$ cat src/rtl/input_vc_scheduler.sv
// Input-port VC scheduler: round-robin switch arbitration across the VC buffers
// of one input port, gated by per-downstream-VC credit counters.
module input_vc_scheduler #(
  parameter int VC_SIZE    = 2,
  parameter int VC_DEPTH   = 4,
  parameter int VC_NUM     = 2**VC_SIZE,
  parameter int CREDIT_MAX = VC_DEPTH
) (
  input  logic                              clk,
  input  logic                              rst,
  input  logic [VC_NUM-1:0]                 switch_request_i,
  input  logic [VC_NUM-1:0][VC_SIZE-1:0]    downstream_vc_i,
  input  logic                              ready_i,
  input  logic [VC_NUM-1:0]                 credit_return_i,
  output logic [VC_NUM-1:0]                 read_o,
  output logic [VC_SIZE-1:0]                sel_vc_o,
  output logic                              valid_o,
  output logic [VC_NUM-1:0]                 credit_avail_o,
  output logic                              error_o
);

  localparam int CW = $clog2(CREDIT_MAX + 1);
  localparam logic [CW-1:0] CMAX = CW'(CREDIT_MAX);

  logic [VC_NUM-1:0][CW-1:0] credit;
  logic [VC_NUM-1:0][CW-1:0] credit_next;
  logic [VC_NUM-1:0]         overflow;
  logic [VC_NUM-1:0]         credit_dec;
  logic [VC_NUM-1:0]         eligible;
  logic [VC_SIZE-1:0]        rr_ptr;
  logic [VC_SIZE-1:0]        winner;
  logic [VC_SIZE-1:0]        idx;
  logic                      found;
  logic                      grant;

  // A VC just read is excluded because its buffer status lags by one cycle.
  always_comb begin
    eligible = '0;
    for (int i = 0; i < VC_NUM; i++) begin
      eligible[i] = switch_request_i[i] &&
                    (credit[downstream_vc_i[i]] != '0) &&
                    !read_o[i];
    end
  end

  // Round-robin search starting just after the last winner, wrapping naturally
  // because VC_NUM is a power of two.
  always_comb begin
    found  = 1'b0;
    winner = rr_ptr;
    idx    = '0;
    for (int off = 1; off <= VC_NUM; off++) begin
      idx = rr_ptr + VC_SIZE'(off);
      if (!found && eligible[idx]) begin
        found  = 1'b1;
        winner = idx;
      end
    end
    grant = found && ready_i;
  end

  always_comb begin
    credit_dec = '0;
    if (grant) begin
      credit_dec[downstream_vc_i[winner]] = 1'b1;
    end
  end

  // Return and decrement on the same counter cancel; a lone return at the
  // ceiling saturates and flags overflow.
  always_comb begin
    credit_next = credit;
    overflow    = '0;
    for (int j = 0; j < VC_NUM; j++) begin
      if (credit_return_i[j] && !credit_dec[j]) begin
        if (credit[j] == CMAX) begin
          overflow[j] = 1'b1;
        end else begin
          credit_next[j] = credit[j] + 1'b1;
        end
      end else if (credit_dec[j] && !credit_return_i[j]) begin
        credit_next[j] = credit[j] - 1'b1;
      end
    end
  end

  always_ff @(posedge clk or posedge rst) begin
    if (rst) begin
      read_o   <= '0;
      valid_o  <= 1'b0;
      sel_vc_o <= '0;
      rr_ptr   <= VC_SIZE'(VC_NUM - 1);
      error_o  <= 1'b0;
      for (int j = 0; j < VC_NUM; j++) begin
        credit[j] <= CMAX;
      end
    end else begin
      credit <= credit_next;
      if (|overflow) begin
        error_o <= 1'b1;
      end
      if (grant) begin
        read_o         <= '0;
        read_o[winner] <= 1'b1;
        valid_o        <= 1'b1;
        sel_vc_o       <= winner;
        rr_ptr         <= winner;
      end else begin
        read_o  <= '0;
        valid_o <= 1'b0;
      end
    end
  end

  always_comb begin
    credit_avail_o = '0;
    for (int j = 0; j < VC_NUM; j++) begin
      credit_avail_o[j] = (credit[j] != '0);
    end
  end

  a_read_onehot : assert property (@(posedge clk) disable iff (rst) $onehot0(read_o));
  a_valid_match : assert property (@(posedge clk) disable iff (rst) valid_o == (|read_o));

endmodule

$ cat config.mk
export PLATFORM = sky130hd
export DESIGN_NAME = input_vc_scheduler
export DESIGN_NICKNAME = d
export VERILOG_FILES = /design/src/rtl/input_vc_scheduler.sv
export SDC_FILE = /design/constraint.sdc
export NUM_CORES = 1
export LEC_CHECK = 0
export ABC_AREA = 1
export BUFFER_PORTS_ARGS = -buffer_cell sky130_fd_sc_hd__buf_2
export CORE_AREA = 5 5 75 77
export CTS_CLUSTER_DIAMETER = 30
export CTS_CLUSTER_SIZE = 25
export DETAILED_ROUTE_END_ITERATION = 10
export DIE_AREA = 0 0 80 82
export GPL_TIMING_DRIVEN = 0
export PLACE_DENSITY = 0.68
export SETUP_SLACK_MARGIN = 0.4
export SYNTH_ARGS = -nofsm -noshare
export SYNTH_HDL_FRONTEND = slang
export SYNTH_SLANG_ARGS = --single-unit
$ cat constraint.sdc
create_clock -name clk -period 3.55 [get_ports clk]
set_input_delay 0.5325 -clock clk [delete_from_list [all_inputs] [get_ports clk]]
set_output_delay 0.5325 -clock clk [all_outputs]
set_load 0.005 [all_outputs]
==> results.py, run 1 <==
metrics = {
    "worst_setup_path": {
        "required_ps": 3770,
        "cp.arrival_ps": 3160,
        "cp_common_cell": "nand2_1",
        "crit_path_max_fanout": 6,
        "crit_path_start_kind": "flop",
        "critPathTopFamily": "simple AND/OR/NAND/NOR gates",
        "crit_type": "reg -> reg",
        "cpPeakStageDelay_ps": 570,
        "cp_num_buf_inv": 4,
        "end_kind": "flop",
        "cp_slowest_cell": "dfstp_2",
    },
    "clocking": {
        "ctsHoldBuffers": 0,
        "clockRootBuffer": "clkbuf_8",
        "worstSkewPairLatency_ps": 270,
        "cts_tree": "built",
        "clk_pin_slew_ps": 80,
        "clockBufferDepth": 2,
        "cts-htree-levels": 1,
        "numCtsBuffers": 3,
        "clock-sinks": 22,
    },
    "die": {
        "dieHeight_um": 82,
        "row_count": 26,
        "start_util_pct": 37.4,
        "io_pins": 31,
        "die_x_um": 80,
        "die_area_um2": 6560,
        "core_um2": 4940,
    },
    "run": {
        "drv_cap": 0,
    },
    "detailed_routing": {
        "drtPass1Iterations": 4,
        "ant_nets": 0,
        "viasPerCell": 4.76,
        "drt-initial-drc-count": 58,
        "routed_wirelength_um": 4440,
        "wire_per_inst_um": 11.7,
        "drc": 0,
        "vias": 1800,
    },
    "final_layout": {
        "fin_util_pct": 48.3,
        "fin_nets": 332,
        "layout-drive-gt1-share_pct": 43.2,
        "final_cells": 378,
        "diodes": 0,
        "syn_to_final_growth_pct": 28.9,
    },
    "synthesis": {
        "yosysSeqAreaShare_pct": 30.1,
        "yosysTopAreaCell": "dfrtp_1",
        "synth_seq_cells": 22,
        "async_reset_ff_share_pct": 100,
        "synth_fp_nets": 279,
        "synth-edff-count": 0,
        "yosys-top-cells-count": "66 x nand2_1, 54 x nand3_1, 30 x inv_1",
        "post-synth-top-count-cell": "nand2_1",
        "synthCells": 256,
        "synth_area_um2": 1850,
        "synth_warnings": 0,
        "ys_dominant_reg_cell": "dfrtp_1",
        "synthTopCellsByArea": "dfrtp_1 22%, nand3_1 15%, nand2_1 13%",
        "yosys.cell_types.count": 25,
        "yosysTopAreaCellShare_pct": 21.6,
        "syn_area_per_cell_um2": 7.23,
    },
    "place": {
        "port-buffer-count": 30,
        "gp_congestion": 0.816,
        "dp.cells": 356,
        "place_hpwl_um": 3370,
    },
    "timing": {
        "period_needed_ps": 2940,
        "fin_crit_sh_pct": 82.9,
        "rsz0062_at_grt": "no",
        "finalMaxSlewViolations": 0,
        "setup_viol": 0,
        "worst_pin_slew_ps": 847,
        "skew_ps": 5.05,
        "relSlewSlack_pct": 43.5,
        "tns_ps": 0,
        "hold_viol": 0,
        "max_freq_ghz": 0.340,
    },
    "global_route": {
        "grt_pass1_wl_um": 6830,
        "track_usage_pct": 13.2,
        "grt_remaining_overflow": 0,
        "antenna_found_initial": 0,
        "grt_pass1_vias": 1552,
        "grt_max_degree": 23,
    },
    "run_status": {
        "outcome": "completed",
    },
    "worst_hold_path": {
        "hp-class": "in -> async",
    },
}
[final cells by class]
cell class              instances  area (um2)
plain buffers                   2        18.8
fillers                       501        2560
repair buffers                 48         285
flip-flops and latches         22         567
clock buffers                   4        55.1
inverters                      36         141
well taps                      70        87.6
multi-input cells             196        1230
[repair_timing]
item | 4_1_cts | 5_1_grt
buffers inserted | 0 | 18
pin swaps | 0 | 11
endpoints found under the setup margin | 1 | 7
hold endpoints to repair | 0 | 0
gates resized for setup | 1 | 32
[metal layers]
| metal | up-vias | share of wire (%) | track usage [%] |
|---|---|---|---|
| met5 | - | 0 | 0 |
| li1 | 933 | - | - |
| met1 | 823 | 45 | 16.6 |
| met3 | 5 | 4.2 | 2.08 |
| met4 | 0 | 1.3 | 4.73 |
| met2 | 39 | 50 | 23.1 |
[path summary, 6_finish.rpt]
path,start,depth (start not counted),end,slack (ps)
setup / recovery,credit[5]$_DFFE_PP1P_,26,credit[5]$_DFFE_PP1P_,610
hold / removal,rst,2,credit[10]$_DFFE_PP0P_,420
setup reg to reg,credit[5]$_DFFE_PP1P_,26,credit[5]$_DFFE_PP1P_,610
hold reg to reg,sel_vc_o[1]$_DFFE_PP0P_,2,sel_vc_o[1]$_DFFE_PP0P_,480
max in group asynchronous,rst,2,credit[1]$_DFFE_PP0P_,2550
min in group clk,sel_vc_o[1]$_DFFE_PP0P_,2,sel_vc_o[1]$_DFFE_PP0P_,480
[registers in the layout (all words and copies together), names as in the netlist]
register,flops
valid_o,1
sel_vc_o,2
credit,12
rr_ptr,2
read_o,4
error_o,1
[per-stage QoR]
step	hold WS (ps)	instance area, um2	setup slack [ps]
floorplan	449	1850	806
CTS	461	2150	416
global route	504	2390	386
detailed placement	462	2090	300
global placement	463	2090	315
finish	423	2390	607
[logic make-up (layout without fill, tap and decap cells)]
group | after synthesis | in the layout | synth area share [%]
flops | 22 | 22 | 30.1
simple gates | 183 | 183 | 53.1
fa+ha+maj | 4 | 4 | 4.32
compound gates | 5 | 5 | 2.03
xor+xnor | 4 | 4 | 2.30
buf+inv | 38 | 90 | 8.11
[placed cells by master (no fill, tap or decap), types with 3 or more instances in the layout]
cell type / Yosys / layout
nand3_1: 54 / 45
dfstp_2: 6 / 6
inv_2: 5 / 7
nand3_2: 7 / 16
nand2_2: 15 / 21
clkbuf_8: 0 / 4
nand2_4: 6 / 6
nand2_1: 66 / 60
nor2_1: 13 / 13
nand3b_1: 5 / 5
xor2_1: 3 / 3
nor2_4: 6 / 7
inv_1: 30 / 27
dfrtp_2: 0 / 7
dfrtp_1: 16 / 9
buf_4: 1 / 18
buf_2: 1 / 30
nand4_1: 9 / 9
fa_2: 0 / 3
Power of run 1 is not shown: default switching activity piles up to over one toggle a cycle in this logic, so the estimate is an artifact.
==> inputs of run 2 (changes only) <==
--- a/config.mk
+++ b/config.mk
@@ -13,7 +13,7 @@
 export DETAILED_ROUTE_END_ITERATION = 10
 export DIE_AREA = 0 0 80 82
 export GPL_TIMING_DRIVEN = 0
-export PLACE_DENSITY = 0.68
+export PLACE_DENSITY = 0.7
 export SETUP_SLACK_MARGIN = 0.4
 export SYNTH_ARGS = -nofsm -noshare
 export SYNTH_HDL_FRONTEND = slang
==> constraint.sdc (replaced) <==
create_clock -name clk -period 2.4 [get_ports clk]
set_input_delay 0.36 -clock clk [delete_from_list [all_inputs] [get_ports clk]]
set_output_delay 0.36 -clock clk [all_outputs]
set_load 0.005 [all_outputs]
==> results.py, run 2 (same netlist as run 1, synthesis figures left out) <==
metrics = {
    "run_status": {
        "outcome": "finished, violations left",
        "violations": "setup timing",
    },
    "final_layout": {
        "top_regs": "credit: 12 flops, read_o: 4 flops",
        "register_area_um2": 564,
        "final.fill_count": 457,
        "multi_input_area_um2": 1430,
        "layout_common_cells": "42 x nand2_1, 33 x nand3_1, 30 x buf_2",
        "final_common_cell": "nand2_1",
        "regMostFlops": "credit",
        "syn_to_final_growth_pct": 48.8,
        "fin_nets": 349,
        "largest_register_ffs": 12,
        "layout-drive-gt1-share_pct": 56.6,
        "diodes": 0,
    },
    "place": {
        "gp_congestion": 0.818,
        "place_hpwl_um": 3510,
        "port-buffer-count": 30,
    },
    "detailed_routing": {
        "routed_wirelength_um": 4960,
        "wire_per_inst_um": 12.5,
        "ant_nets": 0,
        "drtPass1Iterations": 4,
        "drt-initial-drc-count": 87,
        "drc": 0,
        "viasPerCell": 4.87,
        "vias": 1923,
    },
    "clocking": {
        "numCtsBuffers": 3,
        "worstSkewPairLatency_ps": 260,
        "cts-htree-levels": 1,
        "clock-sinks": 22,
        "cts_tree": "built",
        "clockBufferDepth": 2,
        "clockRootBuffer": "clkbuf_8",
        "clk_pin_slew_ps": 80,
    },
    "die": {
        "row_count": 26,
        "dieHeight_um": 82,
        "core_um2": 4940,
        "die_x_um": 80,
        "start_util_pct": 37.4,
        "die_area_um2": 6560,
        "io_pins": 31,
    },
    "timing": {
        "tns_ps": -4980,
        "hold_viol": 0,
        "fin_crit_sh_pct": 123,
        "skew_ps": 2.58,
        "relSlewSlack_pct": 43.2,
        "setup_viol": 13,
        "rsz0062_at_grt": "yes",
        "finalMaxSlewViolations": 0,
        "max_freq_ghz": 0.339,
        "worst_pin_slew_ps": 851,
        "fin_ws_ps": -546,
        "period_needed_ps": 2950,
    },
    "worst_setup_path": {
        "cp.arrival_ps": 3160,
        "crit_type": "reg -> reg",
        "end_kind": "flop",
        "required_ps": 2610,
        "crit_path_max_fanout": 6,
        "crit_path_start_kind": "flop",
    },
    "global_route": {
        "grt_remaining_overflow": 0,
        "antenna_found_initial": 0,
        "grt_max_degree": 23,
        "grt_pass1_wl_um": 7680,
        "track_usage_pct": 14.5,
        "grt_pass1_vias": 1807,
    },
    "worst_hold_path": {
        "hp-class": "in -> async",
    },
    "run": {
        "drv_cap": 0,
    },
}
run 2: changes by cell type in the layout (fill, tap and decap cells not counted), moves of 3 or more:
cell	delta
nand2_1	-18
nand3_1	-12
buf_4	+11
nand2_4	+10
nand3_2	+9
nand2_2	+7
buf_6	+5
nand3_4	+3
nor2_1	-3
nor2_2	+3
run 2: layer usage:
metal	track usage (%)	part of all wire (%)
met4	4.05	1.5
met3	1.86	4.2
met5	0	0
met1	17.4	41
met2	27.2	53
run 2: repair_timing:
item	CTS	global route
pin swaps	25	10
setup endpoints to repair	22	22
gates resized for setup	31	39
hold buffers	0	0
endpoints found under the hold margin	0	0
setup buffers	23	12
run 2: worst max-delay path, stage by stage (launching register included):
cell,delay [ps]
dfstp_2,540
inv_2,70
nand3_1,80
nand3b_1,90
nand2_2,110
nand3_2,120
nand3_4,140
nand2_4,80
nand4_1,170
inv_1,110
a21oi_4,200
nand2_4,90
nand2_8,100
inv_6,50
nand2_4,50
nor2_4,40
nor2_1,80
inv_1,60
fa_2,330
nand3b_1,180
nand2_1,80
nand2_1,50
nand2_1,60
run 2: worst paths after layout:
path / startpoint / end / slack [ps] / cells past startpoint
worst max-delay path: credit[2]$_DFFE_PP1P_ / credit[2]$_DFFE_PP1P_ / -550 / 22
worst min-delay path: rst / credit[1]$_DFFE_PP0P_ / 260 / 2
worst max register to register: credit[2]$_DFFE_PP1P_ / credit[2]$_DFFE_PP1P_ / -550 / 22
worst min register to register: sel_vc_o[0]$_DFFE_PP0P_ / sel_vc_o[0]$_DFFE_PP0P_ / 490 / 2
max in group asynchronous: rst / credit[9]$_DFFE_PP0P_ / 1560 / 2
min in group clk: credit_return_i[1] / credit[5]$_DFFE_PP1P_ / 450 / 4
run 2: layout make-up:
| class | count | area share, % |
|---|---|---|
| multi-input combinational | 196 | 52.0 |
| buffer | 2 | 0.954 |
| tap | 70 | 3.18 |
| timing repair buffer | 65 | 16.1 |
| sequential | 22 | 20.5 |
| clock buffer | 4 | 2.00 |
| inverter | 36 | 5.27 |
run 2: per-stage QoR:
| stage | instance area [um2] | worst slack, ps | utilization (%) | hold WS, ps | std cells |
|---|---|---|---|---|---|
| floorplan | 1940 | -282 | - | 345 | 256 |
| global placement | 2180 | -684 | 44.1 | 465 | 356 |
| detailed placement | 2180 | -703 | 44.1 | 465 | 356 |
| CTS | 2520 | -480 | 51.0 | 290 | 383 |
| global route | 2760 | -730 | 55.7 | 337 | 395 |
| finish | 2760 | -546 | 55.7 | 258 | 395 |
Power of run 2 is left out for the same reason.
